<file path="src/rtl/rx_sample_decimator.sv">
// Integrate-and-dump I/Q decimator: sums decimation_g valid ADC samples,
// scales by a Q1.15 gain, rounds half up and saturates to the output width.
module rx_sample_decimator #(
  parameter int in_bit_width_g     = 12,
  parameter int sample_bit_width_g = 12,
  parameter int decimation_g       = 25,
  parameter int acc_bit_width_g    = 17,
  parameter int gain_g             = 1311
) (
  input  logic                                 sys_clk,
  input  logic                                 sys_rstn,
  input  logic                                 sys_init,
  input  logic signed [in_bit_width_g-1:0]     adc_i,
  input  logic signed [in_bit_width_g-1:0]     adc_q,
  input  logic                                 adc_valid,
  output logic signed [sample_bit_width_g-1:0] rx_data_i,
  output logic signed [sample_bit_width_g-1:0] rx_data_q,
  output logic                                 rx_data_valid,
  output logic                                 sat_flag
);

  localparam int CW = (decimation_g > 1) ? $clog2(decimation_g) : 1;
  localparam int AW = acc_bit_width_g;
  localparam int PW = acc_bit_width_g + 17;
  localparam int RW = PW - 15;
  localparam int SW = sample_bit_width_g;

  localparam logic [CW-1:0]        LAST = CW'(decimation_g - 1);
  localparam logic signed [PW-1:0] GAIN = PW'(gain_g);
  localparam logic signed [PW-1:0] HALF = PW'(1 << 14);
  localparam logic signed [RW-1:0] SMAX = RW'((1 << (SW - 1)) - 1);
  localparam logic signed [RW-1:0] SMIN = RW'(-(1 << (SW - 1)));

  logic [CW-1:0]        cnt;
  logic signed [AW-1:0] ext_i, ext_q;
  logic signed [AW-1:0] acc_i, acc_q;
  logic signed [AW-1:0] dump_i, dump_q;
  logic                 dump_valid;
  logic signed [PW-1:0] prod_i, prod_q;
  logic                 p_valid;
  logic signed [RW-1:0] r_i, r_q;
  logic [SW-1:0]        clip_i, clip_q;
  logic                 hit_i, hit_q;

  // Returns {clipped, value}; clipped is set when r falls outside the output range.
  function automatic logic [SW:0] clip_fn(input logic signed [RW-1:0] r);
    if (r > SMAX)      clip_fn = {1'b1, SMAX[SW-1:0]};
    else if (r < SMIN) clip_fn = {1'b1, SMIN[SW-1:0]};
    else               clip_fn = {1'b0, r[SW-1:0]};
  endfunction

  assign ext_i = AW'(adc_i);
  assign ext_q = AW'(adc_q);

  // The closing sample goes straight into the dump so blocks stay contiguous.
  always_ff @(posedge sys_clk or negedge sys_rstn) begin
    if (!sys_rstn) begin
      cnt        <= '0;
      acc_i      <= '0;
      acc_q      <= '0;
      dump_i     <= '0;
      dump_q     <= '0;
      dump_valid <= 1'b0;
    end else if (sys_init) begin
      cnt        <= '0;
      acc_i      <= '0;
      acc_q      <= '0;
      dump_valid <= 1'b0;
    end else if (adc_valid) begin
      if (cnt == LAST) begin
        dump_i     <= acc_i + ext_i;
        dump_q     <= acc_q + ext_q;
        dump_valid <= 1'b1;
        acc_i      <= '0;
        acc_q      <= '0;
        cnt        <= '0;
      end else begin
        acc_i      <= acc_i + ext_i;
        acc_q      <= acc_q + ext_q;
        cnt        <= cnt + 1'b1;
        dump_valid <= 1'b0;
      end
    end else begin
      dump_valid <= 1'b0;
    end
  end

  always_ff @(posedge sys_clk or negedge sys_rstn) begin
    if (!sys_rstn) begin
      prod_i  <= '0;
      prod_q  <= '0;
      p_valid <= 1'b0;
    end else begin
      prod_i  <= PW'(dump_i) * GAIN;
      prod_q  <= PW'(dump_q) * GAIN;
      p_valid <= sys_init ? 1'b0 : dump_valid;
    end
  end

  always_comb begin
    r_i = RW'((prod_i + HALF) >>> 15);
    r_q = RW'((prod_q + HALF) >>> 15);
    {hit_i, clip_i} = clip_fn(r_i);
    {hit_q, clip_q} = clip_fn(r_q);
  end

  // Output data only updates on a real result, so it holds across init.
  always_ff @(posedge sys_clk or negedge sys_rstn) begin
    if (!sys_rstn) begin
      rx_data_i     <= '0;
      rx_data_q     <= '0;
      rx_data_valid <= 1'b0;
      sat_flag      <= 1'b0;
    end else if (sys_init) begin
      rx_data_valid <= 1'b0;
      sat_flag      <= 1'b0;
    end else begin
      rx_data_valid <= p_valid;
      if (p_valid) begin
        rx_data_i <= clip_i;
        rx_data_q <= clip_q;
        if (hit_i || hit_q) sat_flag <= 1'b1;
      end
    end
  end

endmodule

</file>
<file path="config.mk">
export PLATFORM = sky130hd
export DESIGN_NAME = rx_sample_decimator
export DESIGN_NICKNAME = d
export VERILOG_FILES = /design/src/rtl/rx_sample_decimator.sv
export SDC_FILE = /design/constraint.sdc
export NUM_CORES = 1
export LEC_CHECK = 0
export CORE_UTILIZATION = 40
export DETAILED_ROUTE_END_ITERATION = 16
export SKIP_CTS_REPAIR_TIMING = 1
export SLEW_MARGIN = 20
export SYNTH_ARGS = -nofsm -noshare
export SYNTH_HDL_FRONTEND = slang
export SYNTH_SLANG_ARGS = --single-unit
</file>
<file path="constraint.sdc">
create_clock -name sys_clk -period 5.7 [get_ports sys_clk]
set_clock_uncertainty 0.15 [all_clocks]
set_input_delay 0.855 -clock sys_clk [delete_from_list [all_inputs] [get_ports sys_clk]]
set_output_delay 0.855 -clock sys_clk [all_outputs]
set_load 0.01 [all_outputs]
</file>
==> impl_metrics.csv <==
group,metric,value,unit
critical_path,cp.depth,16,
place,io_buffers,53,
floorplanning,dieArea,35510,sq um
run_status,status,"completed",
global_routing,grt_pass1_vias,10060,
clocking,htree_num_levels,4,
synthesis,synth.avg_cell_area,10.45,sq um
critical_path,endpoint_kind,"flip-flop",
synthesis,synth_area,13900,sq um
detailed_routing,via_per_inst,5.092,
synthesis,synth.net_count,1729,
cells_and_area,nets,1788,
synthesis,seq_area_frac_synth,23.58,%
clocking,clkLatencyLatePin,0.43,ns
global_routing,grt_pass1_wl,49.67,mm
sta,slew_headroom,41.70,%
cells_and_area,post_layout_nonfiller_instances,1850,
critical_path,cp-startpoint,"dump_q[12]$_DFFE_PN0P_",
sta,clock.fmax,186.9,MHz
critical_path,cp.buffers_inverters,2,
critical_path,reg2reg_depth,16,
critical_path,arrival,5.50,ns
cells_and_area,final_common_cell,"ha_1",
global_routing,grt_use_total,17.20,%
synthesis,ys_top_cells_by_area,"dfrtp_1 (24%), fa_1 (22%), ha_1 (19%)",
synthesis,synthFlopType,"dfrtp_1",
clocking,clock-sinks,131,
synthesis,yosysWarnings,0,
detailed_routing,ant_nets,0,
power_and_ir_drop,clockPowerShare,26.7,%
detailed_routing,totalWireLength,28.25,mm
sta,slew_violations,0,
power_and_ir_drop,internal_power,2.606,mW
cells_and_area,final_cell_mix,"ha_1 (216), inv_1 (181), fa_1 (154)",
detailed_routing,drtPass1Iterations,5,
detailed_routing,drtIter0Drc,392,
sta,post-route-min-period,5.351,ns
clocking,cts_tree,"built",
critical_path,worst_ep_required_time,5.85,ns
critical_path,critPathTopFamily,"adder cells",
critical_path,startpoint_type,"flip-flop",
floorplanning,pin_count,54,
clocking,cts.clk_slew.worst_paths,0.06,ns
global_routing,grt_overflow_total,0,
critical_path,crit_type,"flip-flop to flip-flop",
power_and_ir_drop,comb_power_share,44.6,%
synthesis,netlist.area_leader.share,23.58,%
power_and_ir_drop,peakVddDrop,0.0001860,V
floorplanning,core,33870,sq um
sta,hold_viol,0,
place,dp_cells,1819,
floorplanning,start_util,41.06,%
cells_and_area,drive_above_1_share,5.849,%
clocking,numCtsBuffers,17,
critical_path,max_stage_delay,0.55,ns
global_routing,grt_start_max_net_pins,91,
min_path,min_path_type,"input port to asynchronous set/reset pin",
critical_path,r2r-start,"dump_q[12]$_DFFE_PN0P_",
power_and_ir_drop,seq_power_share,28.6,%
synthesis,ys_types,68,
place,hpwlAfterDp,22.55,mm
sta,setup_tns,0,ns
synthesis,async_flop_share,100.0,%
synthesis,synth-edff-count,0,
global_routing,antenna_found_initial,1,
synthesis,synth_seq_cells,131,
run,maxCapViolCount,0,
synthesis,synth.largest_area_cell,"dfrtp_1",
critical_path,path_max_fanout,8,
detailed_routing,wl_per_cell,15.27,um
floorplanning,rows,67,
power_and_ir_drop,p_switching,1.632,mW
synthesis,netlist_instances,1331,
critical_path,crit_slowest_cell,"fa_1",
clocking,cts_root_buf,"clkbuf_16",
power_and_ir_drop,switching_share,38.50,%
floorplanning,die_y,188.4,um
critical_path,path_cells,"ha_1 -> ha_1 -> fa_1 -> fa_1 -> inv_1 -> fa_1 -> inv_1 -> ha_1 -> a21oi_1 -> o21ai_0 -> a221o_1 -> a221o_1 -> a2111oi_2 -> a21oi_1 -> mux2i_1 -> o211ai_1",
power_and_ir_drop,powerDensity,271.5,nW/um^2
sta,rsz0062_at_grt,"false",
place,gp_congestion,0.8213,
detailed_routing,routed-via-count,9420,
floorplanning,die_w,188.4,um
sta,setup_viol,0,
clocking,clockBufferDepth,2,
detailed_routing,post-route-drc-count,0,
cells_and_area,n_antenna_cell,0,
power_and_ir_drop,p_leak,7.813,nW
sta,fin_crit_sh,93.87,%
sta,worst_slew_pin_slew,0.8711,ns
cells_and_area,synthToLayoutAreaGrowth,12.26,%
-- synthesized netlist by cell type, types with 2 or more instances --
master     number
and3_1          9
o21ai_0        65
a2111oi_0       2
buf_2           5
a221o_1         2
nor4_1          6
a221oi_1        2
or3_1           2
dfrtp_1       131
a21o_1         17
o31ai_1         5
o311ai_0        3
fa_1          154
a22o_1         28
o21bai_1        5
nor3_1         16
a22oi_1         2
nor2b_1        16
o211ai_1       26
or2_2           4
xnor2_1        57
o22ai_1         2
o31a_1          3
o21a_1         29
clkbuf_1       22
mux2_2         20
nand3b_1        2
nand2_1        73
nand2b_1        8
nor2_1         50
inv_1         182
ha_1          216
a211oi_1        5
mux2i_1         4
xor2_1         34
and2_1          2
nand3_1        24
a21oi_1        53
nand4_1        11
a31oi_1         6
-- sequential cells by signal (all words and copies together), names as in the netlist, 5 cells and up --
name,flops
rx_data_q,12
prod_q,15
prod_i,15
dump_q,17
acc_q,17
dump_i,17
cnt,5
acc_i,17
rx_data_i,12
-- path summary, 6_finish.rpt --
check	slack, ns	end
setup / recovery	0.35	prod_q[26]$_DFF_PN0_
hold / removal	0.33	acc_i[4]$_DFFE_PN0P_
setup reg to reg	0.35	prod_q[26]$_DFF_PN0_
hold reg to reg	0.33	rx_data_q[11]$_DFFE_PN0P_
max in group asynchronous	3.95	prod_q[18]$_DFF_PN0_
min in group sys_clk	0.33	rx_data_q[11]$_DFFE_PN0P_
-- final cells by class --
| type | count | area (sq um) |
|---|---|---|
| fill | 3174 | 18260 |
| inverter | 182 | 683.2 |
| tap | 448 | 560.5 |
| clock buffer | 20 | 456.7 |
| clock inverter | 11 | 151.4 |
| sequential | 131 | 3278 |
| multi-input combinational | 990 | 9834 |
| timing repair buffer | 68 | 644.4 |
-- kinds of logic (layout without fill, tap and decap cells) --
group           Yosys count  count (layout)  share of synthesized area [%]
compound gates          275             275                          13.52
mux                      24              24                          1.908
buf+inv                 210             281                          5.714
flops                   131             131                          23.58
simple gates            230             230                          7.937
xor+xnor                 91              91                          5.732
fa+ha+maj               370             370                          41.61
-- worst reg2reg max path, cell delays in order, from the launching register on --
cell	delay, ns
dfrtp_1	0.51
ha_1	0.35
ha_1	0.31
fa_1	0.46
fa_1	0.55
inv_1	0.06
fa_1	0.53
inv_1	0.04
ha_1	0.33
a21oi_1	0.25
o21ai_0	0.16
a221o_1	0.31
a221o_1	0.36
a2111oi_2	0.40
a21oi_1	0.16
mux2i_1	0.18
o211ai_1	0.10
-- metrics by stage --
stage	total power [mW]	utilization, %	worst slack (ns)	hold slack, ns	cell area [sq um]
6_report	4.238	46.09	0.3492	0.3282	15610
5_1_grt	4.625	46.09	0.04356	0.3529	15610
4_1_cts	4.287	46.09	0.3524	0.3419	15610
3_5_place_dp	3.117	44.29	0.3745	0.3286	15000
3_3_place_gp	3.086	44.29	0.4528	0.3193	15000
2_1_floorplan	2.626	-	0.5574	0.2885	13900
-- power groups by stage --
stage	sequential [mW]	clock, mW	combinational [mW]
5_1_grt	1.24	1.21	2.18
3_5_place_dp	1.23	0	1.89
2_1_floorplan	1.20	0	1.43
4_1_cts	1.21	1.16	1.91
3_3_place_gp	1.22	0	1.86
6_report	1.21	1.13	1.89
-- per-layer routing --
metal	track usage, %	wire length, um	vias to the layer above
met3	2.887	782	21
li1	-	-	4697
met2	26.94	12480	127
met5	0	12	-
met1	24.84	14700	4573
met4	3.815	264	2
Note: power is estimated with default switching activity, not from simulation.
